**src/rtl/multdiv_pkg.sv**
```systemverilog
// Shared types and defaults for the multiply/divide sequencer.
// State encoding is fixed because downstream debug taps decode it.
package multdiv_pkg;

  localparam int DEF_WIDTH       = 32;
  localparam int DEF_DIV_CYCLES  = 33;
  localparam int DEF_MULT_CYCLES = 17;
  localparam int CNT_W           = 6;

  typedef enum logic [1:0] {
    IDLE = 2'b00,
    MULT = 2'b01,
    DIV  = 2'b10
  } state_t;

endpackage

```
**src/rtl/op_counter.sv**
```systemverilog
// Iteration counter: 6-bit with sync clear and enable, zero-extended to 32 bits.
// Clear has priority over enable so a restart always lands on the load cycle.
module op_counter
  import multdiv_pkg::*;
(
  input  logic        clk,
  input  logic        rst_n,
  input  logic        clr,
  input  logic        en,
  output logic [31:0] count
);

  logic [CNT_W-1:0] cnt;

  always_ff @(posedge clk or negedge rst_n) begin
    if (!rst_n) begin
      cnt <= '0;
    end else if (clr) begin
      cnt <= '0;
    end else if (en) begin
      cnt <= cnt + CNT_W'(1);
    end
  end

  assign count = {{(32 - CNT_W){1'b0}}, cnt};

endmodule

```
**src/rtl/multdiv_ctrl.sv**
```systemverilog
// Sequencer for the iterative multiplier/divider: latches operands, drives count,
// captures the datapath outputs on the final count and pulses data_resultRDY once.
module multdiv_ctrl
  import multdiv_pkg::*;
#(
  parameter int DIV_CYCLES  = DEF_DIV_CYCLES,
  parameter int MULT_CYCLES = DEF_MULT_CYCLES,
  parameter int WIDTH       = DEF_WIDTH
) (
  input  logic             clk,
  input  logic             reset_n,
  input  logic             ctrl_MULT,
  input  logic             ctrl_DIV,
  input  logic [WIDTH-1:0] data_operandA,
  input  logic [WIDTH-1:0] data_operandB,
  output logic [WIDTH-1:0] op_a,
  output logic [WIDTH-1:0] op_b,
  output logic [31:0]      count,
  input  logic [WIDTH-1:0] mult_result,
  input  logic             mult_ovf,
  input  logic [WIDTH-1:0] div_quotient,
  input  logic             div_exception,
  output logic [WIDTH-1:0] data_result,
  output logic             data_exception,
  output logic             data_resultRDY,
  output logic             busy
);

  state_t state, state_d;
  logic   start, done_mult, done_div, done;

  always_ff @(posedge clk or negedge reset_n) begin
    if (!reset_n) begin
      state <= IDLE;
    end else begin
      state <= state_d;
    end
  end

  // A start always wins over completion for the next state; the completion
  // capture still happens in the datapath registers on that same edge.
  always_comb begin
    start     = ctrl_MULT | ctrl_DIV;
    done_mult = (state == MULT) && (count == 32'(MULT_CYCLES));
    done_div  = (state == DIV)  && (count == 32'(DIV_CYCLES));
    done      = done_mult | done_div;
    state_d   = state;
    if (start) begin
      state_d = ctrl_MULT ? MULT : DIV;
    end else if (done) begin
      state_d = IDLE;
    end
  end

  op_counter u_op_counter (
    .clk   (clk),
    .rst_n (reset_n),
    .clr   (start | done),
    .en    (state != IDLE),
    .count (count)
  );

  always_ff @(posedge clk or negedge reset_n) begin
    if (!reset_n) begin
      op_a           <= '0;
      op_b           <= '0;
      data_result    <= '0;
      data_exception <= 1'b0;
      data_resultRDY <= 1'b0;
    end else begin
      if (start) begin
        op_a <= data_operandA;
        op_b <= data_operandB;
      end
      data_resultRDY <= done;
      if (done_div) begin
        data_result    <= div_quotient;
        data_exception <= div_exception;
      end else if (done_mult) begin
        data_result    <= mult_result;
        data_exception <= mult_ovf;
      end
    end
  end

  assign busy = (state != IDLE);

endmodule

```
**config.mk**
```make
export PLATFORM = sky130hd
export DESIGN_NAME = multdiv_ctrl
export DESIGN_NICKNAME = d
export VERILOG_FILES = /design/src/rtl/multdiv_pkg.sv /design/src/rtl/op_counter.sv /design/src/rtl/multdiv_ctrl.sv
export SDC_FILE = /design/constraint.sdc
export NUM_CORES = 1
export LEC_CHECK = 0
export BUFFER_PORTS_ARGS = -buffer_cell sky130_fd_sc_hd__buf_4
export CORE_MARGIN = 2
export CORE_UTILIZATION = 40
export CTS_CLUSTER_DIAMETER = 50
export DETAILED_ROUTE_END_ITERATION = 7
export PLACE_DENSITY = 0.74
export RECOVER_POWER = 50
export SETUP_SLACK_MARGIN = 0.4
export SLEW_MARGIN = 20
export SYNTH_ARGS = -nofsm -noshare
export SYNTH_HDL_FRONTEND = slang
export SYNTH_HIERARCHICAL = 1
export SYNTH_SLANG_ARGS = --single-unit
```
**constraint.sdc**
```tcl
create_clock -name clk -period 2 [get_ports clk]
set_clock_uncertainty 0.15 [all_clocks]
set_input_delay 0.2 -clock clk [delete_from_list [all_inputs] [get_ports clk]]
set_output_delay 0.2 -clock clk [all_outputs]
set_load 0.005 [all_outputs]
```
**Word level (Yosys, flattened, before mapping)**

Cells that the tools add are included.

- Input port bits: 134
- Output and inout bits: 131
- Bits in registers: 106

- Equal/unequal tests: 4
- Add/subtract/negate cells: 1
- Multiplexer cells: 9
- Reduce and logical (&&, ||, !) cells: 6
- Bitwise logic cells: 3

Operator list:

| kind | count |
|---|---|
| $mux 32 | 2 |
| $mux 6 | 2 |
| $reduce_bool 2->1 | 4 |
| $add 6x1->6 const B | 1 |
| $eq 6x5->1 const B | 1 |
| $eq 6x6->1 const B | 1 |
| $mux 2 | 3 |
| $or 1x1->1 | 3 |
| $eq 2x1->1 const B | 1 |
| $eq 2x2->1 const B | 1 |
| $logic_and 1x1->1 | 2 |
| $mux 1 | 2 |

**Longest topological paths before layout**

- Depth after elaboration: 5
- Gate-level depth with buffers: 7
- Gate-level depth less buffers: 5

**Cells and area by module**

The synthesis kept the hierarchy.

By module, submodules not included:

| module | area each (µm²) | cells each | sequential area each (µm²) | instances |
|---|---|---|---|---|
| multdiv_ctrl | 4199.0 | 267 | 2502.4 | 1 |
| op_counter | 467.9 | 51 | 150.1 | 1 |

**Worst setup path after synthesis**

Ideal clock, no wire load.

- Kind: reg2reg
- From: register u_op_counter.cnt[1]
- To: register data_result[10]
- Stages on the path, launching flop included: 6
- Path slack: -0.103 ns
- Library setup time: 0.125 ns
- Data required time: 1.725 ns
- Buffers on the path: 1
- Arrival time: 1.828 ns
- Path through: dfrtp_1 nor4b_1 nand4_1 nor3_4 buf_6 mux2_2

- Cells in the longest elaborated chain, start to end: 3
- Elaborated cells on any way between the ends: 6
- Classes of those cells: eq/ne (2); mux (1); reduce/logical (3)

RTL lines:

| item | RTL line | RTL |
|---|---|---|
| from (decl) | op_counter.sv:13 | `logic [CNT_W-1:0] cnt;` |
| from (signal assigned) | op_counter.sv:21 | `cnt <= cnt + CNT_W'(1);` |
| $eq 6x6->1 or $eq 6x5->1 (tied branches) | multdiv_ctrl.sv:45, multdiv_ctrl.sv:44 |  |
| $logic_and 1x1->1, on equally long branches | multdiv_ctrl.sv:45, multdiv_ctrl.sv:44 |  |
| $mux 32 or $reduce_bool 2->1 (tied branches) | -- |  |
| to (signal assigned) | multdiv_ctrl.sv:77 | `data_result <= div_quotient;` |
| to (signal assigned) | multdiv_ctrl.sv:80 | `data_result <= mult_result;` |
| to (decl) | multdiv_ctrl.sv:23 | `output logic [WIDTH-1:0] data_result,` |

Several ways; a longest one is shown, not always the timed one.
A chain may end at the register's enable or synchronous reset.

**Worst setup path after layout**

- From: register u_op_counter.cnt[1]
- To: register data_result[21]

The elaborated chain is that of the path after synthesis.

==> flow_results.xml <==
<?xml version="1.0" encoding="UTF-8"?>
<metrics>
  <group name="floorplanning">
    <metric name="die-area" unit="sq mm">0.0125</metric>
    <metric name="core_area" unit="sq mm">0.0114</metric>
    <metric name="floorplan.rows" unit="">39</metric>
    <metric name="die_width" unit="um">112</metric>
    <metric name="boundaryPins" unit="">265</metric>
    <metric name="die_h" unit="um">112</metric>
    <metric name="start_util" unit="">0.409</metric>
  </group>
  <group name="clock_tree">
    <metric name="cts.htree.levels" unit="">3</metric>
    <metric name="clock_tree.buffer_depth" unit="">2</metric>
    <metric name="clkSlewWorstSetupHoldPaths" unit="ns">0.07</metric>
    <metric name="clkLatencyLatePin" unit="ns">0.34</metric>
    <metric name="cts.root.buffer_cell" unit="">clkbuf_16</metric>
    <metric name="clock-sinks" unit="">106</metric>
    <metric name="numCtsBuffers" unit="">9</metric>
    <metric name="tritoncts" unit="">yes</metric>
  </group>
  <group name="routing">
    <metric name="detail_route.iter0.violations" unit="">100</metric>
    <metric name="routedWlPerCell" unit="um">17.1</metric>
    <metric name="postRouteWirelength" unit="mm">13.5</metric>
    <metric name="vias_per_cell" unit="">4.74</metric>
    <metric name="via_count" unit="">3744</metric>
    <metric name="drtAntennaViolNets" unit="">0</metric>
    <metric name="drc_errors" unit="">0</metric>
    <metric name="drt-pass1-iter-count" unit="">4</metric>
  </group>
  <group name="sta">
    <metric name="layout_setup_ws" unit="ns">-0.0457</metric>
    <metric name="fmaxAchievable" unit="MHz">489</metric>
    <metric name="number_of_pins_exceeding_their_max_slew_limit_in_the_final_report" unit="">0</metric>
    <metric name="setup_repair_after_global_routing_missed_its_margin" unit="">true</metric>
    <metric name="final-hold-violation-count" unit="">0</metric>
    <metric name="slew-limit-headroom" unit="">0.438</metric>
    <metric name="fin_setup_tns" unit="ns">-0.748</metric>
    <metric name="setup_viol_count_final" unit="">29</metric>
    <metric name="tightest_slew" unit="ns">0.839</metric>
    <metric name="final_period_demand_of_the_worst_path" unit="ns">2.05</metric>
    <metric name="layout_worst_path_cycle_share" unit="">1.02</metric>
  </group>
  <group name="place">
    <metric name="io_buffer_count" unit="">238</metric>
    <metric name="placement.setup.worst_slack" unit="ns">-0.0172</metric>
    <metric name="cell_area_reported_after_detailed_placement" unit="sq mm">0.00668</metric>
    <metric name="dp_hpwl" unit="mm">9.22</metric>
    <metric name="routabilityCongestion" unit="">0.737</metric>
    <metric name="place_inst" unit="">702</metric>
  </group>
  <group name="hold_path">
    <metric name="worst_hold_path_type" unit="">input port to flop</metric>
  </group>
  <group name="yosys">
    <metric name="synthDistinctLibCells" unit="">29</metric>
    <metric name="sequential_fraction_of_the_synthesis_area" unit="">0.568</metric>
    <metric name="mapped_avg_cell_area" unit="sq um">14.7</metric>
    <metric name="synthesis.instances" unit="">318</metric>
    <metric name="synth.yosys.warnings" unit="">6</metric>
    <metric name="yosysTopAreaCell" unit="">dfrtp_1</metric>
    <metric name="yosys_register_bits" unit="">106</metric>
    <metric name="synth_area_leaders" unit="">dfrtp_1, mux2_2, buf_4</metric>
    <metric name="synth_top_cell_area_share" unit="">0.568</metric>
    <metric name="netlist_area" unit="sq mm">0.00467</metric>
  </group>
  <group name="grt">
    <metric name="pin_count_of_the_biggest_net_entering_global_routing" unit="">45</metric>
    <metric name="global_route.overflow_total" unit="">0</metric>
    <metric name="initial_antenna_violation_count" unit="">0</metric>
    <metric name="grt_util_all_layers" unit="">0.214</metric>
    <metric name="grt_pass1_vias" unit="">4120</metric>
    <metric name="grt_first_pass_wirelength" unit="mm">21.0</metric>
  </group>
  <group name="setup_path">
    <metric name="worst-path-max-fanout" unit="">13</metric>
    <metric name="worst-endpoint-required" unit="ns">2.07</metric>
    <metric name="setup.worst_path.end_class" unit="">flop</metric>
    <metric name="setup.worst_path.start_class" unit="">flop</metric>
    <metric name="path_class" unit="">flop to flop</metric>
    <metric name="crit_arrival" unit="ns">2.12</metric>
    <metric name="worst-r2r-setup-slack" unit="ns">-0.05</metric>
  </group>
  <group name="cells_and_area">
    <metric name="synth_to_final_area_change" unit="%">65.0</metric>
    <metric name="design_area" unit="sq mm">0.00770</metric>
    <metric name="layout_commonest_cell" unit="">buf_4</metric>
    <metric name="drive_gt1_frac" unit="">0.637</metric>
    <metric name="final_net_count" unit="">777</metric>
    <metric name="layoutNonFillerInstCount" unit="">790</metric>
    <metric name="num-fill-cells" unit="">823</metric>
    <metric name="layout_common_cells" unit="">buf_4, mux2_2, dfrtp_1, dlygate4sd3_1, conb_1</metric>
    <metric name="insertedDiodeCount" unit="">0</metric>
  </group>
  <group name="power_and_ir_drop">
    <metric name="vdd_ir_drop_max" unit="uV">392</metric>
    <metric name="leakagePower" unit="uW">0.00377</metric>
    <metric name="powerDensity" unit="mW/mm^2">638</metric>
  </group>
  <group name="status">
    <metric name="status" unit="">finished, violations left</metric>
    <metric name="failed_checks" unit="">negative setup slack</metric>
  </group>
  <group name="job">
    <metric name="cap_viol_max_count" unit="">0</metric>
  </group>
</metrics>
[kinds of logic after synthesis]
| logic type | after synthesis | share of synthesized area |
|---|---|---|
| flops | 106 | 0.568 |
| mux | 131 | 0.316 |
| xor+xnor | 4 | 0.00751 |
| simple gates | 29 | 0.0383 |
| compound gates | 5 | 0.00643 |
| other cells | 1 | 0.000804 |
| fa+ha+maj | 1 | 0.00268 |
| buf+inv | 41 | 0.0601 |
[per-layer routing]
layer  share of wire  GRT usage  up-vias
li1                -          -     1724
met4           0.025     0.0911        0
met2            0.54      0.391      177
met3           0.091     0.0729       23
met5               0          0        -
met1            0.35      0.224     1820
[registers in the layout (all words and copies together) (netlist names)]
signal	count
data_result	32
op_b	32
op_a	32
state	2
data_exception	1
data_resultRDY	1
u_op_counter/cnt	6
[per-stage QoR]
stage	hold slack [ns]	util	power, uW
5_1_grt	0.0574	0.674	5130
4_1_cts	0.0401	0.673	4960
3_3_place_gp	-0.0270	0.585	3030
3_5_place_dp	-0.0241	0.585	3050
6_report	0.0450	0.674	4910
2_1_floorplan	-0.246	-	2600
[what timing repair did]
item,4_1_cts,5_1_grt
setup buffers,3,1
hold buffers,67,0
pin swaps,1,5
gates resized for setup,4,9
setup endpoints to repair,42,43
hold endpoints to repair,151,0
gates cloned,0,1
[final cells by class]
| cell class | instances | area [sq um] | share of cell area |
|---|---|---|---|
| multi-input combinational | 196 | 1890 | 0.245 |
| timing repair buffer | 328 | 2680 | 0.348 |
| clock buffer | 9 | 225 | 0.0292 |
| sequential | 106 | 2650 | 0.344 |
| tap | 143 | 179 | 0.0232 |
| inverter | 1 | 3.75 | 0.000487 |
| clock inverter | 7 | 76.3 | 0.00991 |
[final timing paths]
path / start / endpoint / cells past startpoint
max: u_op_counter/cnt[1] / data_result[21] / 6
min: mult_result[25] / data_result[25] / 3
max reg2reg: u_op_counter/cnt[1] / data_result[21] / 6
min reg2reg: data_result[26] / data_result[26] / 1
max in group asynchronous: reset_n / op_b[8] / 3
min in group asynchronous: reset_n / op_a[24] / 2
[worst max-delay path: stages (launching register included)]
cell	delay, ns
dfrtp_1	0.39
nor4b_2	0.26
nand4_1	0.23
nor3_4	0.24
buf_6	0.15
clkbuf_16	0.17
mux2_2	0.34
[power breakdown]
part | internal, uW | switching [uW]
Combinational | 529 | 274
Clock | 980 | 807
Sequential | 2260 | 68.8
Total | 3770 | 1150
[synth_stat cells]
library cell  instances
a21oi_1               2
buf_2                 5
buf_4                26
buf_6                 3
clkbuf_1              6
conb_1                1
dfrtp_1             106
ha_1                  1
inv_1                 1
mux2_1                2
mux2_2              128
mux2i_1               1
nand2_1               3
nand2b_1              1
nand4_1               3
nand4_2               1
nor2_1                8
nor3_1                1
nor3_4                1
nor4_1                6
nor4b_1               1
nor4bb_1              2
o21ai_0               1
o21bai_1              1
o31ai_1               1
or2_2                 1
or3_1                 1
xnor2_1               1
xor2_1                3
Note: power is estimated with default switching activity, not from simulation.
